`src/rtl/harb_cmd_pkg.sv`:
```
// harb_cmd_pkg: opcodes, header field positions and decoder state encoding
package harb_cmd_pkg;
  localparam logic [3:0] OP_NOP     = 4'h0;
  localparam logic [3:0] OP_REG_WR  = 4'h1;
  localparam logic [3:0] OP_WAVE_WR = 4'h2;
  localparam logic [3:0] OP_ARM     = 4'h3;
  localparam int OPC_MSB  = 31;
  localparam int OPC_LSB  = 28;
  localparam int ADDR_MSB = 27;
  localparam int ADDR_LSB = 16;
  localparam int LEN_MSB  = 15;
  localparam int LEN_LSB  = 0;
  typedef enum logic [1:0] {S_HDR, S_REG, S_WAVE, S_DISC} state_e;
endpackage

```
`src/rtl/spi_cmd_decoder_if.sv`:
```
// spi_cmd_decoder_if: FIFO read port, sink write ports and status of the command decoder
interface spi_cmd_decoder_if #(
  parameter int REG_AW  = 8,
  parameter int WAVE_AW = 12
);
  logic [31:0]        fifo_data;
  logic               fifo_valid;
  logic               fifo_rd;
  logic               reg_we;
  logic [REG_AW-1:0]  reg_addr;
  logic [31:0]        reg_data;
  logic               wave_we;
  logic [WAVE_AW-1:0] wave_addr;
  logic [31:0]        wave_data;
  logic               arm_pulse;
  logic [15:0]        pkt_count;
  logic               err_opcode;
  logic               err_timeout;
  logic               clr_err;
  modport master (
    input  fifo_data, fifo_valid, clr_err,
    output fifo_rd, reg_we, reg_addr, reg_data, wave_we, wave_addr, wave_data,
           arm_pulse, pkt_count, err_opcode, err_timeout
  );
  modport slave (
    output fifo_data, fifo_valid, clr_err,
    input  fifo_rd, reg_we, reg_addr, reg_data, wave_we, wave_addr, wave_data,
           arm_pulse, pkt_count, err_opcode, err_timeout
  );
endinterface

```
`src/rtl/cmd_timeout.sv`:
```
// cmd_timeout: loadable idle counter; expired_o fires on the LIMIT-th counted cycle
module cmd_timeout #(
  parameter int LIMIT = 1024
) (
  input  logic                         clk,
  input  logic                         rst,
  input  logic                         clr_i,
  input  logic                         load_i,
  input  logic [$clog2(LIMIT+1)-1:0]   load_val_i,
  input  logic                         en_i,
  output logic                         expired_o
);
  localparam int W = $clog2(LIMIT + 1);
  logic [W-1:0] cnt_q;
  assign expired_o = en_i && !clr_i && !load_i && cnt_q >= W'(LIMIT - 1);
  always_ff @(posedge clk) begin
    if (rst || clr_i) cnt_q <= '0;
    else if (load_i) cnt_q <= load_val_i;
    else if (en_i && !expired_o) cnt_q <= cnt_q + W'(1);
  end
endmodule

```
`src/rtl/spi_cmd_decoder.sv`:
```
// spi_cmd_decoder: parses FIFO words into register/waveform writes and arm pulses
// with timeout abort, sticky error flags and a completed-packet counter.
module spi_cmd_decoder
  import harb_cmd_pkg::*;
#(
  parameter int REG_AW      = 8,
  parameter int WAVE_AW     = 12,
  parameter int TIMEOUT_CYC = 1024
) (
  input logic              synth_clk,
  input logic              rst,
  spi_cmd_decoder_if.master bus
);
  localparam int AW = ADDR_MSB - ADDR_LSB + 1;
  state_e state_q, state_d;
  logic [15:0] rem_q, rem_d, pkt_q;
  logic [AW-1:0] addr_q, addr_d;
  logic [3:0] opc;
  logic [15:0] len;
  logic pkt_inc, opc_err, arm_set, reg_wr, wave_wr, expired;
  logic reg_we_q, wave_we_q, arm_q, err_op_q, err_to_q;
  logic [REG_AW-1:0] reg_addr_q;
  logic [WAVE_AW-1:0] wave_addr_q;
  logic [31:0] reg_data_q, wave_data_q;
  assign opc = bus.fifo_data[OPC_MSB:OPC_LSB];
  assign len = bus.fifo_data[LEN_MSB:LEN_LSB];
  cmd_timeout #(.LIMIT(TIMEOUT_CYC)) u_timeout (
    .clk        (synth_clk),
    .rst        (rst),
    .clr_i      (bus.fifo_valid || state_q == S_HDR),
    .load_i     (1'b0),
    .load_val_i ('0),
    .en_i       (state_q != S_HDR),
    .expired_o  (expired)
  );
  always_comb begin
    state_d = state_q;
    rem_d   = rem_q;
    addr_d  = addr_q;
    pkt_inc = 1'b0;
    opc_err = 1'b0;
    arm_set = 1'b0;
    reg_wr  = 1'b0;
    wave_wr = 1'b0;
    if (expired) state_d = S_HDR;
    else if (bus.fifo_valid) begin
      case (state_q)
        S_HDR: begin
          case (opc)
            OP_NOP: pkt_inc = 1'b1;
            OP_REG_WR, OP_WAVE_WR: begin
              pkt_inc = len == 16'd0;
              if (len != 16'd0) begin
                state_d = opc == OP_REG_WR ? S_REG : S_WAVE;
                addr_d  = bus.fifo_data[ADDR_MSB:ADDR_LSB];
                rem_d   = len;
              end
            end
            OP_ARM: begin
              arm_set = len == 16'd0;
              pkt_inc = len == 16'd0;
              state_d = len == 16'd0 ? S_HDR : S_DISC;
              rem_d   = len;
            end
            default: begin
              opc_err = 1'b1;
              state_d = len == 16'd0 ? S_HDR : S_DISC;
              rem_d   = len;
            end
          endcase
        end
        S_REG, S_WAVE: begin
          reg_wr  = state_q == S_REG;
          wave_wr = state_q == S_WAVE;
          addr_d  = addr_q + AW'(1);
          rem_d   = rem_q - 16'd1;
          pkt_inc = rem_q == 16'd1;
          state_d = rem_q == 16'd1 ? S_HDR : state_q;
        end
        default: begin
          rem_d   = rem_q - 16'd1;
          state_d = rem_q == 16'd1 ? S_HDR : S_DISC;
        end
      endcase
    end
  end
  always_ff @(posedge synth_clk) begin
    if (rst) begin
      state_q     <= S_HDR;
      rem_q       <= '0;
      addr_q      <= '0;
      pkt_q       <= '0;
      reg_we_q    <= 1'b0;
      wave_we_q   <= 1'b0;
      arm_q       <= 1'b0;
      err_op_q    <= 1'b0;
      err_to_q    <= 1'b0;
      reg_addr_q  <= '0;
      reg_data_q  <= '0;
      wave_addr_q <= '0;
      wave_data_q <= '0;
    end else begin
      state_q   <= state_d;
      rem_q     <= rem_d;
      addr_q    <= addr_d;
      pkt_q     <= pkt_q + 16'(pkt_inc);
      reg_we_q  <= reg_wr;
      wave_we_q <= wave_wr;
      arm_q     <= arm_set;
      err_op_q  <= !bus.clr_err && (err_op_q || opc_err);
      err_to_q  <= !bus.clr_err && (err_to_q || expired);
      if (reg_wr) begin
        reg_addr_q <= addr_q[REG_AW-1:0];
        reg_data_q <= bus.fifo_data;
      end
      if (wave_wr) begin
        wave_addr_q <= addr_q[WAVE_AW-1:0];
        wave_data_q <= bus.fifo_data;
      end
    end
  end
  assign bus.fifo_rd     = !rst;
  assign bus.reg_we      = reg_we_q;
  assign bus.reg_addr    = reg_addr_q;
  assign bus.reg_data    = reg_data_q;
  assign bus.wave_we     = wave_we_q;
  assign bus.wave_addr   = wave_addr_q;
  assign bus.wave_data   = wave_data_q;
  assign bus.arm_pulse   = arm_q;
  assign bus.pkt_count   = pkt_q;
  assign bus.err_opcode  = err_op_q;
  assign bus.err_timeout = err_to_q;
endmodule

```
`src/flat_wrapper.sv`:
```
// flat-port wrapper written by rule: the top's interface ports become plain ports
module spi_cmd_decoder_flat import harb_cmd_pkg::*;
#(
  parameter int REG_AW      = 8,
  parameter int WAVE_AW     = 12,
  parameter int TIMEOUT_CYC = 1024
)
  (synth_clk, rst, bus_fifo_data, bus_fifo_valid, bus_clr_err, bus_fifo_rd, bus_reg_we, bus_reg_addr, bus_reg_data, bus_wave_we, bus_wave_addr, bus_wave_data, bus_arm_pulse, bus_pkt_count, bus_err_opcode, bus_err_timeout);
  spi_cmd_decoder_if #(.REG_AW(REG_AW), .WAVE_AW(WAVE_AW)) bus_i ();
  input logic synth_clk;
  input logic rst;
  input wire logic [$bits(bus_i.fifo_data)-1:0] bus_fifo_data;
  input wire logic [$bits(bus_i.fifo_valid)-1:0] bus_fifo_valid;
  input wire logic [$bits(bus_i.clr_err)-1:0] bus_clr_err;
  output wire logic [$bits(bus_i.fifo_rd)-1:0] bus_fifo_rd;
  output wire logic [$bits(bus_i.reg_we)-1:0] bus_reg_we;
  output wire logic [$bits(bus_i.reg_addr)-1:0] bus_reg_addr;
  output wire logic [$bits(bus_i.reg_data)-1:0] bus_reg_data;
  output wire logic [$bits(bus_i.wave_we)-1:0] bus_wave_we;
  output wire logic [$bits(bus_i.wave_addr)-1:0] bus_wave_addr;
  output wire logic [$bits(bus_i.wave_data)-1:0] bus_wave_data;
  output wire logic [$bits(bus_i.arm_pulse)-1:0] bus_arm_pulse;
  output wire logic [$bits(bus_i.pkt_count)-1:0] bus_pkt_count;
  output wire logic [$bits(bus_i.err_opcode)-1:0] bus_err_opcode;
  output wire logic [$bits(bus_i.err_timeout)-1:0] bus_err_timeout;
  assign bus_i.fifo_data = bus_fifo_data;
  assign bus_i.fifo_valid = bus_fifo_valid;
  assign bus_i.clr_err = bus_clr_err;
  assign bus_fifo_rd = bus_i.fifo_rd;
  assign bus_reg_we = bus_i.reg_we;
  assign bus_reg_addr = bus_i.reg_addr;
  assign bus_reg_data = bus_i.reg_data;
  assign bus_wave_we = bus_i.wave_we;
  assign bus_wave_addr = bus_i.wave_addr;
  assign bus_wave_data = bus_i.wave_data;
  assign bus_arm_pulse = bus_i.arm_pulse;
  assign bus_pkt_count = bus_i.pkt_count;
  assign bus_err_opcode = bus_i.err_opcode;
  assign bus_err_timeout = bus_i.err_timeout;
  spi_cmd_decoder #(.REG_AW(REG_AW), .WAVE_AW(WAVE_AW), .TIMEOUT_CYC(TIMEOUT_CYC)) u_core (.synth_clk(synth_clk), .rst(rst), .bus(bus_i));
endmodule
```
`config.mk`:
```
export PLATFORM = sky130hd
export DESIGN_NAME = spi_cmd_decoder_flat
export DESIGN_NICKNAME = d
export VERILOG_FILES = /design/src/rtl/harb_cmd_pkg.sv /design/src/rtl/spi_cmd_decoder_if.sv /design/src/rtl/cmd_timeout.sv /design/src/rtl/spi_cmd_decoder.sv /design/src/flat_wrapper.sv
export SDC_FILE = /design/constraint.sdc
export NUM_CORES = 1
export LEC_CHECK = 0
export ABC_AREA = 1
export BUFFER_PORTS_ARGS = -buffer_cell sky130_fd_sc_hd__buf_2
export CAP_MARGIN = 10
export CORE_MARGIN = 1
export CORE_UTILIZATION = 49
export CTS_CLUSTER_SIZE = 20
export DETAILED_ROUTE_END_ITERATION = 10
export GPL_TIMING_DRIVEN = 0
export PLACE_DENSITY_LB_ADDON = 0.08
export SYNTH_ARGS = -nofsm -noshare
export SYNTH_HDL_FRONTEND = slang
export SYNTH_SLANG_ARGS = --single-unit
```
`constraint.sdc`:
```
create_clock -name synth_clk -period 2.4 [get_ports synth_clk]
set_input_delay 0.36 -clock synth_clk [delete_from_list [all_inputs] [get_ports synth_clk]]
set_output_delay 0.36 -clock synth_clk [all_outputs]
set_load 0.1 [all_outputs]
```
==> results.sh <==
export IMPL_power_total_w=0.00923
export IMPL_antenna_found_initial=0
export IMPL_asyncSetResetFlopFracSynth_pct=0
export IMPL_max_cap_violations=0
export IMPL_most_common_library_cell_in_the_layout_ignoring_fill_and_taps="nor2_1"
export IMPL_cp_data_required_time_ns=2.70
export IMPL_ys_types=40
export IMPL_synth_area_leaders="dfxtp_1, nor2_1, nand2_1"
export IMPL_finalMaxSlewViolations=0
export IMPL_clock_insertion_delay_worst_skew_ns=0.42
export IMPL_pin_count_of_the_biggest_net_entering_global_routing=20
export IMPL_synthesis_nets=988
export IMPL_most_common_layout_cells="nor2_1, nand2_1, buf_2"
export IMPL_worstSetupPathType="primary input to flop"
export IMPL_synth_edf_count=0
export IMPL_yosysSeqAreaShare_pct=44.1
export IMPL_worst_slew_pin_slew_ns=0.688
export IMPL_start_util_pct=50.1
export IMPL_areal_power_density_over_the_cells_nw_per_um2=1090
export IMPL_critPathSlowestCell="nor2_2"
export IMPL_grt_ovfl_total=0
export IMPL_synth_area_per_cell_um2=7.04
export IMPL_fp_dieArea_um2=14000
export IMPL_timing_critical_path_from_type="primary input"
export IMPL_detailroute_via_count=6607
export IMPL_cp_arrival_ns=2.60
export IMPL_grt_pass1_wl_um=30000
export IMPL_critical_path_cell_chain="buf_2 > nor2_1 > nand2_1 > nor2_2 > and2_1 > nand3_1 > o211ai_1 > nand2_1 > inv_2 > ha_4 > ha_4 > nand2_4 > nor2_4 > nand3_4 > nor2_4 > nand4_1 > o21ai_1 > a21oi_1"
export IMPL_fin_nets=1160
export IMPL_setup_viol=0
export IMPL_worst_path_max_fanout=4
export IMPL_run_status="complete, no violations"
export IMPL_static_leakage_power_nw=3.84
export IMPL_path_type_of_the_worst_min_delay_path="primary input to flop"
export IMPL_layout_filler_cells=1269
export IMPL_top_area_cell_type_share_of_the_netlist_area_pct=44.1
export IMPL_summed_negative_setup_slack_over_all_endpoints_ns=0
export IMPL_cp_slowest_stage_delay_ns=0.24
export IMPL_rsz0062_at_grt="true"
export IMPL_period_share_pct=95.8
export IMPL_post_synth_instance_area_um2=6630
export IMPL_post_route_cells_drive_above_1_share_pct=25.5
export IMPL_cts_tree="built"
export IMPL_min_delay_path_depth=2
export IMPL_setup_reg_to_reg_worst_slack_ns=0.10
export IMPL_clkSinkCount=146
export IMPL_finalHoldViolCount=0
export IMPL_ctsHtreeMaxLevel=4
export IMPL_number_of_buffers_between_clock_root_and_the_deepest_sink=2
export IMPL_cts_hold_fix_buffers=0
export IMPL_layout_area_overhead_vs_synth_pct=27.5
export IMPL_chipWidth_um=118
export IMPL_ys_seq_elements=146
export IMPL_worst_hold_path_endpoint="u_core.bus.err_opcode"
export IMPL_clock_tree_root_cell="clkbuf_16"
export IMPL_port_buffer_count=141
export IMPL_design_core_area_um2=13200
export IMPL_first_pass_iters=5
export IMPL_cts_made_buffers=17
export IMPL_insertedDiodeCount=0
export IMPL_count_of_yosys_warnings_during_synthesis=0
export IMPL_routedWlPerCell_um=14.1
export IMPL_r2r_end="u_core.bus.pkt_count[14]"
export IMPL_io_pins=142
export IMPL_post_synth_inst_count=942
export IMPL_number_of_global_route_vias_before_repair=6040
export IMPL_clk_pin_slew_worst_paths_ns=0.05
export IMPL_synth_top_flop_cell="dfxtp_1"
export IMPL_fmaxAchievable_ghz=0.435
export IMPL_grtUsageTotal_pct=26.8
export IMPL_timing_clock_skew_ns=0.00661
export IMPL_final_min_clock_period_ns=2.30
export IMPL_worst_hold_startpoint="bus_clr_err"
export IMPL_drt_antenna_violating_nets=0
export IMPL_critical_path_s_top_delay_family="simple AND/OR/NAND/NOR gates"
export IMPL_drt_initial_drc_count=468
export IMPL_timing_rr_start="u_core.state_q[0]"
export IMPL_via_per_inst=5.07
export IMPL_dp_hpwl_um=13200
export IMPL_cp_num_buf_inv=2
export IMPL_endpoint_kind="flop"
export IMPL_worst_r2r_path_depth=15
export IMPL_chipHeight_um=118
export IMPL_slew_limit_headroom_pct=54.1
export IMPL_placementRows=42
export IMPL_wirelength_um=18400
export IMPL_synth_largest_area_cell="dfxtp_1"
export IMPL_place_congestion=0.862
export IMPL_remaining_drc_errors=0
export IMPL_ir_drop_uv=542
[power by group]
part           internal [W]  switching (W)
logic              0.000839        0.00277
clock network       0.00166       0.000991
registers           0.00275       0.000224
total               0.00525        0.00398
[synthesized netlist by cell type (15+ instances only)]
| cell | instances |
|---|---|
| dfxtp_1 | 146 |
| clkbuf_1 | 26 |
| o21ai_0 | 103 |
| o21ai_1 | 16 |
| nor2_1 | 221 |
| inv_1 | 54 |
| a21oi_1 | 48 |
| nand2_1 | 153 |
| nor3_1 | 15 |
| nand3_1 | 54 |
[timing repair]
item | in CTS | in global routing
buffers inserted | 2 | 13
gates resized for setup | 10 | 38
setup endpoints to repair | 9 | 10
gates cloned | 0 | 0
pin swaps | 3 | 16
[through the flow]
step / cells / worst slack (ns) / utilization, % / hold WS, ns / area, um^2
after floorplan: 942 / 0.00997 / - / 0.437 / 6690
after global placement: 1259 / -0.364 / 57.5 / 0.453 / 7620
after detailed placement: 1259 / -0.383 / 57.5 / 0.465 / 7620
after CTS: 1291 / 0.0141 / 62.5 / 0.115 / 8280
after global routing: 1302 / -0.0476 / 63.9 / 0.137 / 8460
final: 1302 / 0.101 / 63.9 / 0.131 / 8460
[sequential cells by signal, indices dropped and copies added, names as in the netlist]
register and count:
u_core.bus.reg_data 32, u_core.bus.wave_data 32, u_core.bus.pkt_count 16, u_core.rem_q 16, u_core.addr_q 12, u_core.bus.wave_addr 12
u_core.u_timeout.cnt_q 11, u_core.bus.reg_addr 8, u_core.state_q 2, u_core.bus.arm_pulse 1, u_core.bus.err_opcode 1, u_core.bus.err_timeout 1
u_core.bus.reg_we 1, u_core.bus.wave_we 1
[per-layer routing]
metal	share of wire [%]	wire, um	track usage, %
met1	48	8910	36.6
met3	5.7	1050	5.50
met2	44	8170	42.3
met5	0	0	0
met4	1.3	242	8.57
[cells by family after synthesis]
group / Yosys count / share of synthesized area [%]
xor+xnor: 12 / 1.58
fa+ha+maj: 10 / 1.89
compound gates: 187 / 15.0
simple gates: 476 / 30.3
mux: 2 / 0.302
buf+inv: 109 / 6.81
flops: 146 / 44.1
[area by class of cell]
type                       count  area, um^2  area share [%]
tap                          176         220            2.60
timing repair buffer         156         816            9.65
inverter                      64         253            2.99
sequential                   146        2950            34.8
clock inverter                 8         100            1.18
clock buffer                  23         498            5.89
buffer                        42         210            2.49
multi-input combinational    687        3410            40.4
[worst max path at each step]
stage                                 start                       end  slack, ns  depth (start not counted)
after global placement     bus_fifo_data[6]  u_core.bus.pkt_count[14]      -0.36                         18
after floorplan           u_core.state_q[0]  u_core.bus.pkt_count[14]       0.01                         16
after CTS                 u_core.state_q[0]  u_core.bus.pkt_count[11]       0.01                         16
after detailed placement   bus_fifo_data[6]  u_core.bus.pkt_count[14]      -0.38                         18
final                      bus_fifo_data[6]  u_core.bus.pkt_count[14]       0.10                         18
after global routing        u_core.rem_q[3]  u_core.bus.pkt_count[14]      -0.05                         16
Note: power is estimated with default switching activity, not from simulation.
